File: src/rtl/single_argmin_stream_if.sv
// Stream-side bundle for single_argmin_stream: element input and frame-result output.
// The slave modport is the reduction block; the master modport is whoever drives it.
interface single_argmin_stream_if #(
  parameter int IDX_W = 16
) ();
  logic             in_valid;
  logic             in_ready;
  logic [31:0]      in_data;
  logic             in_last;
  logic             out_valid;
  logic             out_ready;
  logic [31:0]      out_min;
  logic [IDX_W-1:0] out_idx;
  logic [IDX_W-1:0] out_count;
  logic             out_ovf;

  modport slave (
    input  in_valid, in_data, in_last, out_ready,
    output in_ready, out_valid, out_min, out_idx, out_count, out_ovf
  );

  modport master (
    output in_valid, in_data, in_last, out_ready,
    input  in_ready, out_valid, out_min, out_idx, out_count, out_ovf
  );
endinterface

File: src/rtl/single_argmin_stream.sv
// Frame-wise argmin over IEEE-754 single words using total sign/magnitude bit ordering.
// One result per frame, presented one cycle after the last element is accepted.
module single_argmin_stream #(
  parameter int IDX_W = 16
) (
  input  logic                  clk,
  input  logic                  rstn,
  single_argmin_stream_if.slave s
);

  localparam logic [1:0] ST_IDLE  = 2'd0;
  localparam logic [1:0] ST_ACCUM = 2'd1;
  localparam logic [1:0] ST_HOLD  = 2'd2;

  localparam logic [IDX_W-1:0] CNT_MAX = '1;

  logic [1:0]       state_q, state_d;
  logic [31:0]      min_q, min_d;
  logic [IDX_W-1:0] idx_q, idx_d;
  logic [IDX_W-1:0] cnt_q, cnt_d;
  logic             ovf_q, ovf_d;

  logic             out_valid_q, out_valid_d;
  logic [31:0]      out_min_q, out_min_d;
  logic [IDX_W-1:0] out_idx_q, out_idx_d;
  logic [IDX_W-1:0] out_count_q, out_count_d;
  logic             out_ovf_q, out_ovf_d;

  logic accept;
  logic cand_less;

  // Strict a < b; equal words are never less, so the earliest index survives ties.
  function automatic logic fp_less(input logic [31:0] a, input logic [31:0] b);
    if (a[31] != b[31]) return a[31];
    else if (!a[31])    return a[30:0] < b[30:0];
    else                return a[30:0] > b[30:0];
  endfunction

  assign s.in_ready = (state_q != ST_HOLD);
  assign accept     = s.in_valid && s.in_ready;
  assign cand_less  = fp_less(s.in_data, min_q);

  always_comb begin
    // NOTE: every next-state signal gets a default before the case, so no path
    // leaves one unassigned and no latch is inferred.
    state_d     = state_q;
    min_d       = min_q;
    idx_d       = idx_q;
    cnt_d       = cnt_q;
    ovf_d       = ovf_q;
    out_valid_d = out_valid_q;
    out_min_d   = out_min_q;
    out_idx_d   = out_idx_q;
    out_count_d = out_count_q;
    out_ovf_d   = out_ovf_q;

    case (state_q)
      ST_IDLE: begin
        if (accept) begin
          min_d   = s.in_data;
          idx_d   = '0;
          cnt_d   = IDX_W'(1);
          ovf_d   = 1'b0;
          state_d = s.in_last ? ST_HOLD : ST_ACCUM;
        end
      end
      ST_ACCUM: begin
        if (accept) begin
          if (cand_less) begin
            min_d = s.in_data;
            idx_d = cnt_q;
          end
          cnt_d = cnt_q + 1'b1;
          // A wrap only counts as overflow if more elements follow it.
          if (cnt_q == CNT_MAX && !s.in_last) ovf_d = 1'b1;
          state_d = s.in_last ? ST_HOLD : ST_ACCUM;
        end
      end
      ST_HOLD: begin
        if (out_valid_q && s.out_ready) begin
          out_valid_d = 1'b0;
          state_d     = ST_IDLE;
          min_d       = '0;
          idx_d       = '0;
          cnt_d       = '0;
          ovf_d       = 1'b0;
        end
      end
      default: state_d = ST_IDLE;
    endcase

    // Result registers capture the running state including the closing element.
    if (accept && s.in_last) begin
      out_valid_d = 1'b1;
      out_min_d   = min_d;
      out_idx_d   = idx_d;
      out_count_d = cnt_d;
      out_ovf_d   = ovf_d;
    end
  end

  always_ff @(posedge clk) begin
    if (!rstn) begin
      // NOTE: sequential state uses non-blocking assignments so every register
      // samples the pre-edge values regardless of statement order.
      state_q     <= ST_IDLE;
      min_q       <= '0;
      idx_q       <= '0;
      cnt_q       <= '0;
      ovf_q       <= 1'b0;
      out_valid_q <= 1'b0;
      out_min_q   <= '0;
      out_idx_q   <= '0;
      out_count_q <= '0;
      out_ovf_q   <= 1'b0;
    end else begin
      state_q     <= state_d;
      min_q       <= min_d;
      idx_q       <= idx_d;
      cnt_q       <= cnt_d;
      ovf_q       <= ovf_d;
      out_valid_q <= out_valid_d;
      out_min_q   <= out_min_d;
      out_idx_q   <= out_idx_d;
      out_count_q <= out_count_d;
      out_ovf_q   <= out_ovf_d;
    end
  end

  assign s.out_valid = out_valid_q;
  assign s.out_min   = out_min_q;
  assign s.out_idx   = out_idx_q;
  assign s.out_count = out_count_q;
  assign s.out_ovf   = out_ovf_q;

endmodule

File: src/flat_wrapper.sv
// flat-port wrapper written by rule: the top's interface ports become plain ports
module single_argmin_stream_flat 
#(
  parameter int IDX_W = 16
)
  (clk, rstn, s_in_valid, s_in_data, s_in_last, s_out_ready, s_in_ready, s_out_valid, s_out_min, s_out_idx, s_out_count, s_out_ovf);
  single_argmin_stream_if #(.IDX_W(IDX_W)) s_i ();
  input  logic clk;
  input  logic rstn;
  input wire logic [$bits(s_i.in_valid)-1:0] s_in_valid;
  input wire logic [$bits(s_i.in_data)-1:0] s_in_data;
  input wire logic [$bits(s_i.in_last)-1:0] s_in_last;
  input wire logic [$bits(s_i.out_ready)-1:0] s_out_ready;
  output wire logic [$bits(s_i.in_ready)-1:0] s_in_ready;
  output wire logic [$bits(s_i.out_valid)-1:0] s_out_valid;
  output wire logic [$bits(s_i.out_min)-1:0] s_out_min;
  output wire logic [$bits(s_i.out_idx)-1:0] s_out_idx;
  output wire logic [$bits(s_i.out_count)-1:0] s_out_count;
  output wire logic [$bits(s_i.out_ovf)-1:0] s_out_ovf;
  assign s_i.in_valid = s_in_valid;
  assign s_i.in_data = s_in_data;
  assign s_i.in_last = s_in_last;
  assign s_i.out_ready = s_out_ready;
  assign s_in_ready = s_i.in_ready;
  assign s_out_valid = s_i.out_valid;
  assign s_out_min = s_i.out_min;
  assign s_out_idx = s_i.out_idx;
  assign s_out_count = s_i.out_count;
  assign s_out_ovf = s_i.out_ovf;
  single_argmin_stream #(.IDX_W(IDX_W)) u_core (.clk(clk), .rstn(rstn), .s(s_i));
endmodule
File: config.mk
export PLATFORM = sky130hd
export DESIGN_NAME = single_argmin_stream_flat
export DESIGN_NICKNAME = d
export VERILOG_FILES = /design/src/rtl/single_argmin_stream_if.sv /design/src/rtl/single_argmin_stream.sv /design/src/flat_wrapper.sv
export SDC_FILE = /design/constraint.sdc
export NUM_CORES = 1
export LEC_CHECK = 0
export ABC_CLOCK_PERIOD_IN_PS = 3400
export CAP_MARGIN = 20
export CORE_MARGIN = 2
export CORE_UTILIZATION = 45
export CTS_CLUSTER_DIAMETER = 30
export DETAILED_ROUTE_END_ITERATION = 6
export PLACE_DENSITY = 0.75
export SLEW_MARGIN = 20
export SYNTH_ARGS = -nofsm -noshare
export SYNTH_HDL_FRONTEND = slang
export SYNTH_SLANG_ARGS = --single-unit
export TNS_END_PERCENT = 1
File: constraint.sdc
create_clock -name clk -period 3.4 [get_ports clk]
set_input_delay 0.51 -clock clk [delete_from_list [all_inputs] [get_ports clk]]
set_output_delay 0.51 -clock clk [all_outputs]
set_load 0.01 [all_outputs]
==> impl_metrics.yaml, run 1 <==
sta:
  fin_crit_sh_pct: 89.2
  fmax_mhz: 330
  worst_pin_slew_ns: 0.809
  rsz0062_at_grt: "false"
  setup_ws_ns: 0.367
  hold_violations: 0
  setup_viol: 0
  totalNegativeSetupSlack_ns: 0
  drv_slew: 0
  clock_skew_ns: 0.0104
  relSlewSlack_pct: 45.5
  period_minus_slack_ns: 3.03
yosys:
  synthSimpleGateAreaFrac_pct: 10.1
  synth_top_area_share_pct: 39.0
  synth_fa_ha_area_share_pct: 6.22
  yosysSeqAreaShare_pct: 39.0
  synthMuxAreaShare_pct: 0.146
  syn_inst: 777
  synth-compound-area-share_pct: 38.0
  ys_ff_latch: 133
  synth_nets: 848
  synth_cell_types: 52
  synth_top_family_by_area: "compound AO/OA/AOI/OAI gates"
  synth_area_leader_cell: "dfxtp_1"
  netlist_area_um2: 6840
  synth_edf_count: 0
  synth_flop_cell: "dfxtp_1"
  synth_area_per_cell_um2: 8.80
  synth_area_leaders: "dfxtp_1 39%, ha_1 6.2%, a21oi_1 5.6%, o21ai_0 5.1%, a211oi_1 4.5%"
  ys.warnings.count: 0
  synth_xor_area_share_pct: 0
  synthArstFlopShare_pct: 0
detailed_routing:
  routed_via_density: 6.18
  remaining_drc_errors: 0
  vias: 6727
  wire_per_inst_um: 18.0
  firstDrtPassIters: 5
  dr.first_iter.drc_count: 679
  final_antenna_net_count: 0
  totalWireLength_um: 19600
critical_path:
  cp.required_ns: 3.70
  cp-start-kind: "input port"
  cp.arrival_ns: 3.33
  crit_buf_inv: 5
  crit_family: "buffers and inverters"
  endpoint_kind: "flop"
  crit_chain: "clkdlybuf4s50_1 > ha_1 > a211oi_1 > nor2_1 > o31ai_1 > buf_4 > a21oi_2 > buf_4 > nor4b_4 > buf_4 > o31ai_4 > buf_12 > a32oi_1 > a21oi_1"
  critPathMostFrequentCell: "buf_4"
  cp_slowest_cell: "clkdlybuf4s50_1"
  max_stage_delay_ns: 0.44
  crit_type: "input port to flop"
  crit_path_max_fanout: 16
die:
  die_h_um: 127
  rows: 45
  pin_count: 104
  dieArea_um2: 16200
  start_util_pct: 45.5
  dieWidth_um: 127
  coreArea_um2: 15000
cts:
  clk_path_buf_depth: 2
  cts.clk_slew.worst_paths_ns: 0.06
  postCtsSetupBuffers: 0
  cts_made_buffers: 17
  h-tree-depth: 4
  clk_latency_ns: 0.43
  cts_tree: "yes"
  cts_resized: 0
  clock_sinks: 133
  postCtsHoldBufs: 0
  ctsRootBufferMaster: "clkbuf_16"
place:
  io_buffers: 103
  hpwl_um: 12700
  dp_slack_ns: -0.00862
  routabilityCongestion: 0.855
pwr:
  power.density_nw_per_um2: 486
  vdd.ir_drop.worst_v: 0.000420
  total_power_mw: 4.34
  cellLeakagePower_nw: 3.15
run:
  maxCapViolCount: 0
grt:
  antenna_found_initial: 0
  grt-ovfl-total: 0
  first_global_vias: 6159
  grt_pass1_wl_um: 31900
  grt_max_degree: 50
  grt_usage_pct: 24.4
finish:
  n_antenna_cell: 0
  final_cell_mix: "133 x dfxtp_1, 103 x clkdlybuf4s50_1, 76 x a21oi_1"
  nets: 959
  drive_gt1_share_pct: 13.7
  n_fill_cell: 1264
  utilization_pct: 59.3
  syn2layout_area_growth_pct: 30.5
  final_common_cell: "dfxtp_1"
min_path:
  hold_class: "flop to flop"
outcome:
  status: "finished, final reports clean"
==> layer usage <==
layer  wire length, µm  vias to the layer above  part of all wire [%]  track usage, %
met2              8910                      261                    46            37.3
met1              9000                     3195                    46            33.6
met3              1340                       34                   6.8            6.37
met5                 0                        -                     0               0
li1                  -                     3237                     -               -
met4               323                        0                   1.7            8.02
==> final timing paths <==
| kind | startpoint | end | slack (ns) | cells past startpoint |
|---|---|---|---|---|
| max | s_in_data[4] | u_core.s.out_idx[4]$_SDFFE_PN0P_ | 0.37 | 14 |
| min | u_core.s.out_ovf$_SDFFE_PN0P_ | u_core.s.out_ovf$_SDFFE_PN0P_ | 0.46 | 2 |
| max reg2reg | u_core.min_q[22]$_SDFF_PN0_ | u_core.s.out_min[21]$_SDFFE_PN0P_ | 0.47 | 12 |
| min reg2reg | u_core.s.out_ovf$_SDFFE_PN0P_ | u_core.s.out_ovf$_SDFFE_PN0P_ | 0.46 | 2 |
==> power breakdown <==
part           switching (mW)  internal (mW)
logic                   0.488          0.388
clock network           0.773          0.972
registers              0.0698           1.65
==> cells in the mapped netlist (all sizes together), types with 2 or more instances <==
library cell	number
nand4	9
nor3	7
a211oi	41
a311oi	30
a21oi	77
clkbuf	52
nand3b	2
o21bai	2
o21ai	70
nor2	62
and2	8
a22o	30
nor4	3
nand3	12
buf	18
a22oi	34
or4	2
and4	2
a32oi	18
nand2	21
o31ai	6
a221oi	2
dfxtp	133
and3	7
ha	34
a21o	4
o221ai	30
a31oi	5
inv	39
==> worst reg2reg max path, stage by stage, from the launching register on <==
cell      delay [ns]
dfxtp_1         0.38
inv_1           0.10
ha_1            0.32
a21oi_1         0.14
o21ai_0         0.11
a221oi_1        0.30
buf_4           0.16
o211ai_1        0.09
o211a_2         0.30
or2_1           0.31
buf_12          0.20
a22o_1          0.23
a311oi_2        0.21
==> area by class of cell <==
type	count	area [µm²]	area share, %
sequential	133	2660	29.9
clock inverter	14	118	1.32
clock buffer	18	439	4.92
multi-input combinational	534	3750	42.1
timing repair buffer	162	1560	17.5
inverter	40	150	1.68
tap	188	235	2.64
==> cell families after synthesis <==
group	Yosys count
fa+ha+maj	34
mux	1
flops	133
simple gates	142
compound gates	357
buf+inv	110
==> registers in the layout (all words and copies together) (netlist names) <==
signal / cells
u_core.cnt_q: 16
u_core.idx_q: 16
u_core.min_q: 32
u_core.ovf_q: 1
u_core.s.out_count: 16
u_core.s.out_idx: 16
u_core.s.out_min: 32
u_core.s.out_ovf: 1
u_core.s.out_valid: 1
u_core.state_q: 2
==> metrics by stage <==
step	area, µm²	hold slack [ns]	cells
floorplan	6840	0.447	777
global placement	8360	0.446	1057
detailed placement	8360	0.450	1057
CTS	8920	0.458	1089
global route	8920	0.473	1089
finish	8920	0.456	1089
(Power assumes the default switching activity.)
==> run 2, diff against run 1 <==
--- a/config.mk
+++ b/config.mk
@@ -5,7 +5,7 @@
 export SDC_FILE = /design/constraint.sdc
 export NUM_CORES = 1
 export LEC_CHECK = 0
-export ABC_CLOCK_PERIOD_IN_PS = 3400
+export ABC_CLOCK_PERIOD_IN_PS = 3050
 export CAP_MARGIN = 20
 export CORE_MARGIN = 2
 export CORE_UTILIZATION = 45
==> constraint.sdc (replaced) <==
create_clock -name clk -period 3.05 [get_ports clk]
set_input_delay 0.4575 -clock clk [delete_from_list [all_inputs] [get_ports clk]]
set_output_delay 0.4575 -clock clk [all_outputs]
set_load 0.01 [all_outputs]
==> run 2 against run 1 <==
Effect of this change: the flow now finishes with violations (negative setup slack); flip-flop and latch count is the same; via count grew 3.4%; critical path type unchanged; clock-buffer cell count is the same; highest routed layer unchanged; non-clock buffer count grew 29; combinational power grew 23%; global-route usage grew 0.97 points; total power grew 13%; cell area grew 4.6%; first-iteration DRC count grew 6.2%; core utilization grew 2.7 points.
==> impl_metrics.yaml, run 2 (synthesis gave the netlist of run 1 again) <==
outcome:
  status: "complete, but fails checks"
  violations: "negative setup slack"
cts:
  h-tree-depth: 4
  cts_made_buffers: 17
  clk_path_buf_depth: 2
  ctsRootBufferMaster: "clkbuf_16"
  cts_tree: "yes"
  cts.clk_slew.worst_paths_ns: 0.06
  clock_sinks: 133
  clk_latency_ns: 0.43
  postCtsHoldBufs: 0
critical_path:
  cp-start-kind: "input port"
  cp.required_ns: 3.38
  crit_type: "input port to flop"
  endpoint_kind: "flop"
  r2r_cells: 11
  crit_buf_inv: 3
  crit_chain: "clkdlybuf4s50_1 > ha_4 > a21o_1 > a21o_1 > a211oi_2 > o211ai_1 > buf_4 > o211a_2 > or2_4 > buf_12 > a22o_1 > a311oi_2"
  crit_family: "compound AO/OA/AOI/OAI gates"
  cp.arrival_ns: 3.40
  critPathMostFrequentCell: "a21o_1"
  ff2ff_setup_slack_ns: 0.03
  max_stage_delay_ns: 0.55
  critical_path_depth: 12
  crit_path_max_fanout: 26
  cp_slowest_cell: "clkdlybuf4s50_1"
grt:
  grt-ovfl-total: 0
  grt_pass1_wl_um: 32900
  grt_max_degree: 60
  first_global_vias: 6554
  grt_usage_pct: 25.3
  antenna_found_initial: 0
finish:
  n_antenna_cell: 0
  final_common_cell: "dfxtp_1"
  syn2layout_area_growth_pct: 36.4
  final_cell_mix: "128 x dfxtp_1, 101 x clkdlybuf4s50_1, 78 x buf_4"
  instances_no_fill: 1117
  drive_gt1_share_pct: 18.8
  nets: 988
  postLayoutCellArea_um2: 9330
sta:
  fmax_mhz: 326
  rsz0062_at_grt: "true"
  setup_viol: 2
  clock_skew_ns: 0.00803
  fin_crit_sh_pct: 101
  setup_ws_ns: -0.0210
  period_minus_slack_ns: 3.07
  hold_violations: 0
  drv_slew: 0
  worst_pin_slew_ns: 0.566
  relSlewSlack_pct: 61.9
detailed_routing:
  dr.first_iter.drc_count: 721
  firstDrtPassIters: 5
  final_antenna_net_count: 0
  vias: 6953
  totalWireLength_um: 20600
  remaining_drc_errors: 0
  wire_per_inst_um: 18.4
  routed_via_density: 6.22
pwr:
  cellLeakagePower_nw: 3.36
  power.density_nw_per_um2: 528
  vdd.ir_drop.worst_v: 0.000397
place:
  place_inst: 1083
  routabilityCongestion: 0.826
  hpwl_um: 13200
  io_buffers: 103
  placed_area_um2: 8570
die:
  dieWidth_um: 127
  dieArea_um2: 16200
  coreArea_um2: 15000
  rows: 45
  pin_count: 104
  die_h_um: 127
  start_util_pct: 45.5
min_path:
  hold_class: "flop to flop"
  worstHoldPathCells: 2
run:
  maxCapViolCount: 0
## run 2: cell count changes in the layout (fill, tap and decap cells not counted), sizes merged
cell and change:
clkinvlp -1, clkdlybuf4s50 -2, buf +29, dlymetal6s2s +2
## run 2: worst min-delay path, delay by kind of cell (launching register included)
family          cells  cell delay (ns)
compound gates      1             0.05
flops               1             0.31
simple gates        1             0.05
## run 2: layout make-up
| cell class | count | area [µm²] |
|---|---|---|
| clock buffer | 18 | 439 |
| clock inverter | 13 | 111 |
| fill | 1242 | 5710 |
| inverter | 40 | 150 |
| multi-input combinational | 534 | 3910 |
| sequential | 133 | 2670 |
| tap | 188 | 235 |
| timing repair buffer | 191 | 1810 |
## run 2: layer usage
layer | share of wire [%] | GRT usage [%] | vias to the layer above
met5 | 0 | 0 | -
met4 | 1.7 | 9.57 | 0
met1 | 46 | 33.7 | 3358
met2 | 46 | 40.3 | 265
li1 | - | - | 3300
met3 | 6.1 | 5.90 | 30
## run 2: final timing paths
| check | startpoint | to |
|---|---|---|
| hold reg to reg | u_core.s.out_count[14]$_SDFFE_PN0P_ | u_core.s.out_count[14]$_SDFFE_PN0P_ |
| setup reg to reg | u_core.min_q[25]$_SDFF_PN0_ | u_core.s.out_min[28]$_SDFFE_PN0P_ |
| hold / removal | u_core.s.out_count[14]$_SDFFE_PN0P_ | u_core.s.out_count[14]$_SDFFE_PN0P_ |
| setup / recovery | s_in_data[28] | u_core.s.out_min[28]$_SDFFE_PN0P_ |
## run 2: repair_timing
item	4_1_cts	5_1_grt
pin swaps	2	12
setup endpoints to repair	40	94
setup buffers	1	2
gates resized for setup	2	28
## run 2: stage by stage
step | hold slack (ns) | util (%) | power [mW] | setup slack (ns) | setup TNS (ns)
floorplan | 0.447 | - | 2.49 | 0.304 | 0
global placement | 0.446 | 57.0 | 2.94 | -0.458 | -37.80
detailed placement | 0.448 | 57.0 | 2.96 | -0.565 | -40.18
CTS | 0.462 | 60.9 | 4.89 | 0.0111 | 0
global route | 0.478 | 62.0 | 5.12 | -0.0635 | -0.472
finish | 0.459 | 62.0 | 4.92 | -0.0210 | -0.0249
## run 2: where the power goes
group | switching, mW | internal (mW)
Combinational | 0.590 | 0.494
Sequential | 0.0762 | 1.84
Clock | 0.846 | 1.08
